## config.mk

```make
export PLATFORM = sky130hd
export DESIGN_NAME = ucie_ctl_tx_flow
export DESIGN_NICKNAME = d
export VERILOG_FILES = /design/src/rtl/ucie_ctl_pkg.sv /design/src/rtl/ucie_sync_fifo.sv /design/src/rtl/ucie_ctl_tx_flow.sv
export SDC_FILE = /design/constraint.sdc
export NUM_CORES = 2
export LEC_CHECK = 0
export CAP_MARGIN = 20
export CELL_PAD_IN_SITES_DETAIL_PLACEMENT = 1
export CELL_PAD_IN_SITES_GLOBAL_PLACEMENT = 1
export CORE_UTILIZATION = 30
export DETAILED_ROUTE_END_ITERATION = 8
export GPL_TIMING_DRIVEN = 0
export HOLD_SLACK_MARGIN = 0.08
export PLACE_DENSITY = 0.58
export SETUP_SLACK_MARGIN = 0.5
export SLEW_MARGIN = 0
export SYNTH_ARGS = -nofsm -noshare
export SYNTH_HDL_FRONTEND = slang
export SYNTH_HIERARCHICAL = 1
export SYNTH_SLANG_ARGS = --single-unit
```

## constraint.sdc

```tcl
create_clock -name clk -period 20.2 [get_ports clk]
set_input_delay 4.04 -clock clk [delete_from_list [all_inputs] [get_ports clk]]
set_output_delay 4.04 -clock clk [all_outputs]
set_load 0.005 [all_outputs]
```

## src/rtl/ucie_ctl_pkg.sv

```systemverilog
// rtl/ucie_ctl_pkg.sv - shared encodings for the UCIe controller TX path
package ucie_ctl_pkg;

    typedef enum logic [1:0] {
        ST_IDLE     = 2'd0,
        ST_ACTIVE   = 2'd1,
        ST_OVERFLOW = 2'd2,
        ST_DRAIN    = 2'd3
    } tx_state_e;

    localparam logic [3:0] UCIE_STS_ACTIVE = 4'b0001;

    localparam int OVF_MODE_STICKY  = 0;
    localparam int OVF_MODE_RECOVER = 1;

endpackage

```

## src/rtl/ucie_sync_fifo.sv

```systemverilog
// rtl/ucie_sync_fifo.sv - first-word-fall-through FIFO with level and synchronous flush
module ucie_sync_fifo #(
    parameter int DATA_W = 256,
    parameter int DEPTH  = 8,
    localparam int PTR_W = $clog2(DEPTH),
    localparam int LVL_W = $clog2(DEPTH + 1)
) (
    input  logic              clk,
    input  logic              rst_n,
    input  logic              flush,
    input  logic              wr_en,
    input  logic [DATA_W-1:0] wr_data,
    input  logic              rd_en,
    output logic [DATA_W-1:0] rd_data,
    output logic [LVL_W-1:0]  level,
    output logic              full,
    output logic              empty
);

    logic [DATA_W-1:0] mem [DEPTH];
    logic [PTR_W-1:0]  wr_ptr;
    logic [PTR_W-1:0]  rd_ptr;
    logic              wr_ok;
    logic              rd_ok;

    assign full    = (level == LVL_W'(DEPTH));
    assign empty   = (level == '0);
    assign wr_ok   = wr_en & ~full;
    assign rd_ok   = rd_en & ~empty;
    assign rd_data = mem[rd_ptr];

    always_ff @(posedge clk or negedge rst_n) begin
        if (!rst_n) begin
            wr_ptr <= '0;
            rd_ptr <= '0;
            level  <= '0;
        end else if (flush) begin
            wr_ptr <= '0;
            rd_ptr <= '0;
            level  <= '0;
        end else begin
            if (wr_ok) wr_ptr <= wr_ptr + PTR_W'(1);
            if (rd_ok) rd_ptr <= rd_ptr + PTR_W'(1);
            level <= level + LVL_W'(wr_ok) - LVL_W'(rd_ok);
        end
    end

    // Storage carries no reset; occupancy alone decides what is valid.
    always_ff @(posedge clk) begin
        if (wr_ok && !flush) mem[wr_ptr] <= wr_data;
    end

endmodule

```

## src/rtl/ucie_ctl_tx_flow.sv

```systemverilog
// rtl/ucie_ctl_tx_flow.sv - FDI-to-RDI TX flow controller with overflow and drain handling
module ucie_ctl_tx_flow
    import ucie_ctl_pkg::*;
#(
    parameter int         DATA_W        = 256,
    parameter int         DEPTH         = 8,
    parameter int         OVF_WAIT      = 1,
    parameter int         OVF_MODE      = 0,
    parameter int         DRAIN_ON_EXIT = 1,
    parameter int         DRAIN_TIMEOUT = 64,
    parameter int         CNT_W         = 8,
    parameter logic [3:0] UCIE_ACTIVE   = UCIE_STS_ACTIVE,
    localparam int        LVL_W         = $clog2(DEPTH + 1)
) (
    input  logic              clk,
    input  logic              rst_n,
    input  logic [3:0]        i_fdi_pl_state_sts,
    input  logic              i_fdi_lp_valid,
    input  logic              i_fdi_lp_irdy,
    input  logic [DATA_W-1:0] i_fdi_lp_data,
    output logic              o_fdi_pl_trdy,
    output logic              o_rdi_lp_valid,
    output logic              o_rdi_lp_irdy,
    output logic [DATA_W-1:0] o_rdi_lp_data,
    input  logic              i_rdi_pl_trdy,
    output logic              o_tx_overf_err,
    output logic [CNT_W-1:0]  o_ovf_cnt,
    output logic [LVL_W-1:0]  o_fifo_level,
    output logic              o_drain_abort,
    output logic [1:0]        o_state
);

    localparam int STALL_W = $clog2(OVF_WAIT + 1);
    localparam int TMR_W   = $clog2(DRAIN_TIMEOUT) + 1;

    tx_state_e          cs, ns;
    logic [LVL_W-1:0]   level, lvl_nxt;
    logic               full, empty, act;
    logic               wr_fire, rd_fire, stall, ovf_hit, drain_to;
    logic [STALL_W-1:0] stall_cnt, stall_nxt;
    logic [TMR_W-1:0]   drain_tmr, tmr_nxt;
    logic [CNT_W-1:0]   ovf_cnt;
    logic               drain_abort_q;
    logic [DATA_W-1:0]  head;

    ucie_sync_fifo #(.DATA_W(DATA_W), .DEPTH(DEPTH)) u_fifo (
        .clk     (clk),
        .rst_n   (rst_n),
        .flush   (cs == ST_IDLE),
        .wr_en   (wr_fire),
        .wr_data (i_fdi_lp_data),
        .rd_en   (rd_fire),
        .rd_data (head),
        .level   (level),
        .full    (full),
        .empty   (empty)
    );

    assign act       = (i_fdi_pl_state_sts == UCIE_ACTIVE);
    assign wr_fire   = i_fdi_lp_valid & i_fdi_lp_irdy & o_fdi_pl_trdy;
    assign rd_fire   = o_rdi_lp_valid & i_rdi_pl_trdy;
    assign stall     = full & i_fdi_lp_valid & i_fdi_lp_irdy;
    assign stall_nxt = stall ? stall_cnt + STALL_W'(1) : '0;
    assign ovf_hit   = stall && (stall_nxt == STALL_W'(OVF_WAIT));
    assign tmr_nxt   = (cs == ST_DRAIN) ? drain_tmr + TMR_W'(1) : '0;
    assign drain_to  = (drain_tmr == TMR_W'(DRAIN_TIMEOUT - 1));
    assign lvl_nxt   = level + LVL_W'(wr_fire) - LVL_W'(rd_fire);

    always_ff @(posedge clk or negedge rst_n) begin
        if (!rst_n) cs <= ST_IDLE;
        else        cs <= ns;
    end

    always_comb begin
        ns = cs;
        unique case (cs)
            ST_IDLE:     if (act) ns = ST_ACTIVE;
            ST_ACTIVE: begin
                if (!act)         ns = (DRAIN_ON_EXIT != 0) ? ST_DRAIN : ST_IDLE;
                else if (ovf_hit) ns = ST_OVERFLOW;
            end
            ST_OVERFLOW: begin
                if (!act)                                         ns = (DRAIN_ON_EXIT != 0) ? ST_DRAIN : ST_IDLE;
                else if (OVF_MODE == OVF_MODE_RECOVER && empty)   ns = ST_ACTIVE;
            end
            ST_DRAIN:    if (empty || drain_to) ns = ST_IDLE;
            default:     ns = ST_IDLE;
        endcase
    end

    always_comb begin
        o_fdi_pl_trdy  = 1'b0;
        o_rdi_lp_valid = 1'b0;
        o_tx_overf_err = 1'b0;
        unique case (cs)
            ST_ACTIVE: begin
                o_fdi_pl_trdy  = ~full;
                o_rdi_lp_valid = ~empty;
            end
            ST_OVERFLOW: begin
                o_rdi_lp_valid = ~empty;
                o_tx_overf_err = 1'b1;
            end
            ST_DRAIN:  o_rdi_lp_valid = ~empty;
            default:   ;
        endcase
    end

    // The abort flop is loaded with the timeout condition as it will stand next cycle,
    // so the registered pulse lines up with the last DRAIN cycle.
    always_ff @(posedge clk or negedge rst_n) begin
        if (!rst_n) begin
            stall_cnt     <= '0;
            drain_tmr     <= '0;
            ovf_cnt       <= '0;
            drain_abort_q <= 1'b0;
        end else begin
            stall_cnt     <= (cs == ST_ACTIVE && ns == ST_ACTIVE) ? stall_nxt : '0;
            drain_tmr     <= (ns == ST_DRAIN) ? tmr_nxt : '0;
            drain_abort_q <= (ns == ST_DRAIN) && (tmr_nxt == TMR_W'(DRAIN_TIMEOUT - 1))
                             && (lvl_nxt != '0);
            if (cs == ST_ACTIVE && ns == ST_OVERFLOW && ovf_cnt != '1)
                ovf_cnt <= ovf_cnt + CNT_W'(1);
        end
    end

    assign o_rdi_lp_irdy = o_rdi_lp_valid;
    assign o_rdi_lp_data = o_rdi_lp_valid ? head : '0;
    assign o_fifo_level  = (cs == ST_IDLE) ? '0 : level;
    assign o_ovf_cnt     = ovf_cnt;
    assign o_drain_abort = drain_abort_q;
    assign o_state       = cs;

endmodule

```

* Word level (Yosys, flattened, before mapping)
Memory sizes are Yosys's and may differ from the RTL's.
Index checks and enable logic that the tools add are counted.
** Operators by class
- $add $sub $neg :: 9
- Eq/ne operators :: 11
- Multiplexer cells :: 22
- Bitwise operators :: 9
- Reduce and logical (&&, ||, !) cells :: 15
** Operators with widths (number)
- 256-bit two-way mux :: 1
- 7-bit by 6-bit == test with 1-bit output, second input constant :: 2
- 7-bit two-way mux :: 2
- 3-bit two-way mux :: 4
- 2-bit two-way mux :: 5
- 4-bit by 1-bit adder with 4-bit output :: 2
- 8-bit by 1-bit adder with 8-bit output, second input constant :: 1
- 2-bit == test, second input constant :: 4
- 4-bit two-way mux :: 2
- 8-bit != test, second input constant :: 1
- 2-bit case mux with 4 select lines :: 1
- 4-bit by 1-bit subtractor with 4-bit output :: 2
- 7-bit by 1-bit adder with 7-bit output, second input constant :: 1
- 1-bit bitwise AND :: 7
- 1-bit logical AND :: 7
- 1-bit two-way mux :: 7
- 3-bit by 1-bit adder with 3-bit output, second input constant :: 2
- 2-bit by 1-bit == test with 1-bit output, second input constant :: 2
- 4-bit by 1-bit == test with 1-bit output, second input constant :: 1
- 4-bit == test, second input constant :: 1
- 4-bit zero test :: 1
- 2-bit nonzero test :: 2
- 4-bit nonzero test :: 1
- 3-bit OR reduction :: 1
- other kinds (5) :: 6
** Word-level totals
- Bits in registers :: 29
- Bits in writable memories :: 2048
- Output and inout port bits :: 275
- Memories kept :: 1
** Memories
- u_fifo.mem :: words 8, width 256, read ports 1, clocked after memory_dff 0, wr ports 1, RTL line ucie_sync_fifo.sv:20 : logic [DATA_W-1:0] mem [DEPTH];

* Longest topological paths before layout
- Depth in word-level cells :: 11
- Gate-level depth with buffers :: 14
- Depth with buffers taken out :: 14

* Hierarchy
The synthesis kept the hierarchy.
** Modules (own cells, without submodules)
- ucie_sync_fifo :: times used 1, cells an instance 3033, area an instance 77520.6 um^2, sequential area each 61749.2 um^2
- ucie_ctl_tx_flow :: times used 1, cells an instance 398, area an instance 2816.5 um^2, sequential area each 475.5 um^2

* Worst setup path before layout
OpenSTA, ideal clock, no wires.
- Path type :: input-to-reg
- Start :: input i_fdi_lp_irdy
- End :: memory u_fifo.mem[0][0] (enable)
- Arrival time :: 22.128 ns
- Data required time :: 19.014 ns
- Path slack :: -3.114 ns
- Stages on the path :: 5
- Buffers on the path :: 0
- Cell sequence :: nand3_1 inv_1 inv_1 or4_1 nor3_1
** On the way
- Word-level cells in the longest chain between the ends :: 6
** RTL lines
- start: declaration :: RTL line ucie_ctl_tx_flow.sv:19 : input logic i_fdi_lp_irdy,
- 1-bit bitwise AND (2 in a row) :: RTL line ucie_ctl_tx_flow.sv:60 : assign wr_fire = i_fdi_lp_valid & i_fdi_lp_irdy & o_fdi_pl_trdy;
- via wr_fire :: RTL line ucie_ctl_tx_flow.sv:39 : logic wr_fire, rd_fire, stall, ovf_hit, drain_to;
- 1-bit bitwise AND :: RTL line ucie_sync_fifo.sv:28 : assign wr_ok = wr_en & ~full;
- 1-bit logical AND :: RTL line ucie_sync_fifo.sv:50 : if (wr_ok && !flush) mem[wr_ptr] <= wr_data;
- 1-bit two-way mux :: RTL line ucie_sync_fifo.sv:50
- 1-bit two-way mux (not written as such) :: RTL line ucie_sync_fifo.sv:50
- end: declaration :: RTL line ucie_sync_fifo.sv:20
The timed path passes the listed nets, and every way through them passes these cells.

* Worst setup path in the final report
- Start :: register u_fifo.level[2]
- End :: output o_rdi_lp_data[36]
** On the way
- Word-level cells in the longest chain between the ends :: 4
** RTL lines
- start: declaration :: RTL line ucie_sync_fifo.sv:15 : output logic [LVL_W-1:0] level,
- start signal: assignment :: RTL line ucie_sync_fifo.sv:44 : level <= level + LVL_W'(wr_ok) - LVL_W'(rd_ok);
- 4-bit zero test :: RTL line ucie_sync_fifo.sv:27 : assign empty = (level == '0);
- via empty :: RTL line ucie_ctl_tx_flow.sv:38 : logic full, empty, act;
- 1-bit inverter :: RTL line ucie_ctl_tx_flow.sv:98, ucie_ctl_tx_flow.sv:101, ucie_ctl_tx_flow.sv:104
- 1-bit two-way mux
- 256-bit two-way mux :: RTL line ucie_ctl_tx_flow.sv:128 : assign o_rdi_lp_data = o_rdi_lp_valid ? head : '0;
- end: declaration :: RTL line ucie_ctl_tx_flow.sv:24 : output logic [DATA_W-1:0] o_rdi_lp_data,
The timed path passes the listed nets, and every way through them passes these cells.

==> summary.txt <==
Final layout
  • Leading cell type in the layout, fill and taps excluded: edfxtp_1
  • Nets: ~4.6k
  • Area Growth Syn to Fin: 25.2%
  • Commonest non-fill, non-tap cells in the layout: edfxtp_1, clkdlybuf4s50_1, mux4_2
  • Fill cells: between 20k and 30k
  • Layout cells sized above 1: 0.289
  • Fin util: 0.378

Die
  • Die area: 0.270 mm2
  • Top Ports: between 500 and 600
  • Die height: around 520 um
  • Core Area: 0.266 mm2
  • Initial Util: 0.302
  • FP Rows: about 190
  • Die width: between 500 and 600 um

Timing
  • Hold Vio Cnt, Final: 0
  • Max Slew Vio Count: 0
  • Actual slew at the worst max-slew pin: 1.03 ns
  • Final worst clock skew: around 0.06 ns
  • Setup-failing EPs final: 0
  • Minimum clock period: about 8.9 ns
  • Max Clock Freq: around 110 MHz
  • Unrepaired setup endpoints after global routing: false
  • Final TNS setup: 0 ns
  • Rel. slew slack: 0.305
  • Final worst path period share: 0.439

Clock network
  • PostCTS Resize Cnt: 0
  • # hold bufs at CTS: 0
  • Total CTS buffers: between 200 and 250
  • H-Tree Depth: 4
  • Clock root buffer: clkbuf_16
  • Reg clk slew, reported paths: around 0.060 ns
  • Clock Sinks: about 2.1k
  • # Post-CTS Setup Buffers: 0
  • CTS tree: built
  • Clock Tree Buf Depth: 4
  • Clk Latency, worst-skew pair: a little under 0.9 ns

Detailed routing
  • Avg WL per Cell: around 27 um
  • ANT nets after route: 0
  • Final WL: roughly 220000 um
  • Total vias in the final route: 38.1k
  • DR vias/cell: between 4 and 5
  • Pre-antenna DRT Iters: 5
  • Initial DRC count: between 2k and 3k
  • DRC Markers: 0

Synth
  • Synth warn: 6
  • Post-synth ARST share: 0.0140
  • Mapped Nets: 3712
  • Synthesized cell area: approximately 0.08 mm2
  • Seq cells post-synth: ~2.1k
  • Syn_area_per_cell: roughly 23 um2
  • Post-Synthesis Cells: about 3.4k
  • EDFF count, synth: 2048
  • Most used DFF post-synth: edfxtp_1
  • Seq/Total Area, Yosys: 0.775
  • Yosys cell types: 44

Global routing
  • Largest net degree at the start of global routing: 30
  • Total grt overflow: 0
  • First-pass GRT wire length: around 310000 um
  • Vias in the first global route: around 41k
  • Total GRT Usage: 0.159
  • Initial antenna violation count: 67

Worst hold path
  • Hold WC Path Type: flop to flop

Placement
  • Placer Congestion: between 0.6 and 0.7
  • # port buffers: between 500 and 600
  • DPL Wire Length: about 150000 um

Pwr
  • Leakage power: between 0.03 and 0.04 uW
  • Pwr dens: 134 mW/mm2
  • Worst VDD drop: approximately 0.076 mV

Status
  • Outcome: finished clean

Critical path
  • Crit start category: flop
  • Crit path arrival time: ~4.8 ns
  • WP data required: between 15 and 20 ns
  • Setup Crit Path Kind: flop to output pin
  • CP Capture Type: output pin
  • Max FO, Critical Path: 10

Job
  • Max_cap viols: 0
[state kept, by name, summed over array words and instances, names as in the netlist]
signal / cells
stall_cnt: 1
o_state: 2
u_fifo/mem: 2048
u_fifo/wr_ptr: 3
u_fifo/rd_ptr: 3
u_fifo/level: 4
o_ovf_cnt: 8
drain_tmr: 7
o_drain_abort: 1
[metal layers]
layer	routed length, um	vias to the layer above	track usage
li1	-	16200	-
met1	93200	20600	0.208
met2	105000	935	0.262
met3	13300	362	0.0393
met4	5180	58	0.0443
met5	366	-	0
[logic make-up after synthesis]
logic type / share of synthesized area
AOI/OAI and AO/OA: 0.00182
xor gates and xnor gates: 0.00153
other: 0.0000467
DFF: 0.775
buffers and inverters: 0.0139
and+or+nand+nor: 0.0257
adders and majority gates: 0.00268
muxes: 0.180
[path summary, 6_finish.rpt]
kind | end | depth (start not counted) | start | slack, ns
hold / removal | o_ovf_cnt[6] | 1 | o_ovf_cnt[6] | 0.50
max in group asynchronous | u_fifo/rd_ptr[0] | 1 | rst_n | 16.46
setup reg to reg | u_fifo/mem[1][169] | 17 | u_fifo/level[2] | 15.35
hold reg to reg | o_ovf_cnt[6] | 1 | o_ovf_cnt[6] | 0.50
setup / recovery | o_rdi_lp_data[36] | 8 | u_fifo/level[2] | 11.33
min in group asynchronous | o_ovf_cnt[0] | 1 | rst_n | 3.22
[through the flow]
step	std cells	instance area [um2]	worst slack (ns)	power [uW]	hold slack, ns
after floorplan	3431	80300	3.79	7310	0.470
after global placement	7503	90200	-10.76	9520	0.495
after detailed placement	7635	93100	11.95	9530	0.499
after CTS	8050	101000	11.03	13700	0.508
after global routing	8061	101000	11.07	14000	0.536
final	8067	101000	11.33	13400	0.504
[layout make-up]
| type | count | area (um2) | area share |
|---|---|---|---|
| multi-input combinational | 1166 | 17100 | 0.170 |
| inverter | 14 | 52.6 | 0.000523 |
| sequential | 2077 | 62200 | 0.619 |
| timing repair buffer | 672 | 8300 | 0.0826 |
| clock inverter | 145 | 1540 | 0.0153 |
| buffer | 174 | 1070 | 0.0106 |
| antenna | 16 | 40.0 | 0.000398 |
| tap | 3533 | 4420 | 0.0440 |
| clock buffer | 270 | 5850 | 0.0582 |
[worst max-delay path: stages, from the launching register on]
cell and delay (ns):
dfrtp_1 0.38, inv_1 0.09, ha_1 0.19, nor3b_1 0.21, nor2_1 0.73, buf_2 0.65, clkbuf_1 0.74, and2_1 0.23
clkdlybuf4s50_1 0.75
[power by group]
group,internal [uW],switching [uW],leakage [uW]
Sequential,4810,29.2,0.0188
Clock,2410,1720,0.00358
Combinational,2380,2080,0.00891
Total,9610,3820,0.0313
[cells in the mapped netlist (2+ instances only)]
master | n | area (um2)
a21o_1 | 2 | 15.0
a21oi_1 | 8 | 40.0
and2_1 | 257 | 1610
and3_1 | 2 | 12.5
buf_1 | 39 | 146
buf_2 | 14 | 70.1
buf_6 | 52 | 586
clkbuf_1 | 68 | 255
dfrtp_1 | 29 | 726
edfxtp_1 | 2048 | 61500
fa_1 | 2 | 40.0
ha_1 | 14 | 175
inv_1 | 14 | 52.6
mux2_2 | 258 | 2910
mux4_2 | 512 | 11500
nand2_1 | 14 | 52.6
nand2b_1 | 6 | 37.5
nand3_1 | 10 | 50.1
nand4b_1 | 2 | 17.5
nor2_1 | 23 | 86.3
nor2b_1 | 8 | 50.1
nor3_1 | 4 | 20.0
nor3b_1 | 2 | 15.0
nor4b_1 | 2 | 17.5
o21ai_0 | 6 | 30.0
or3_1 | 4 | 25.0
or4_1 | 2 | 15.0
xnor2_1 | 10 | 87.6
xor2_1 | 4 | 35.0
Power figures use the tool's default switching activity.
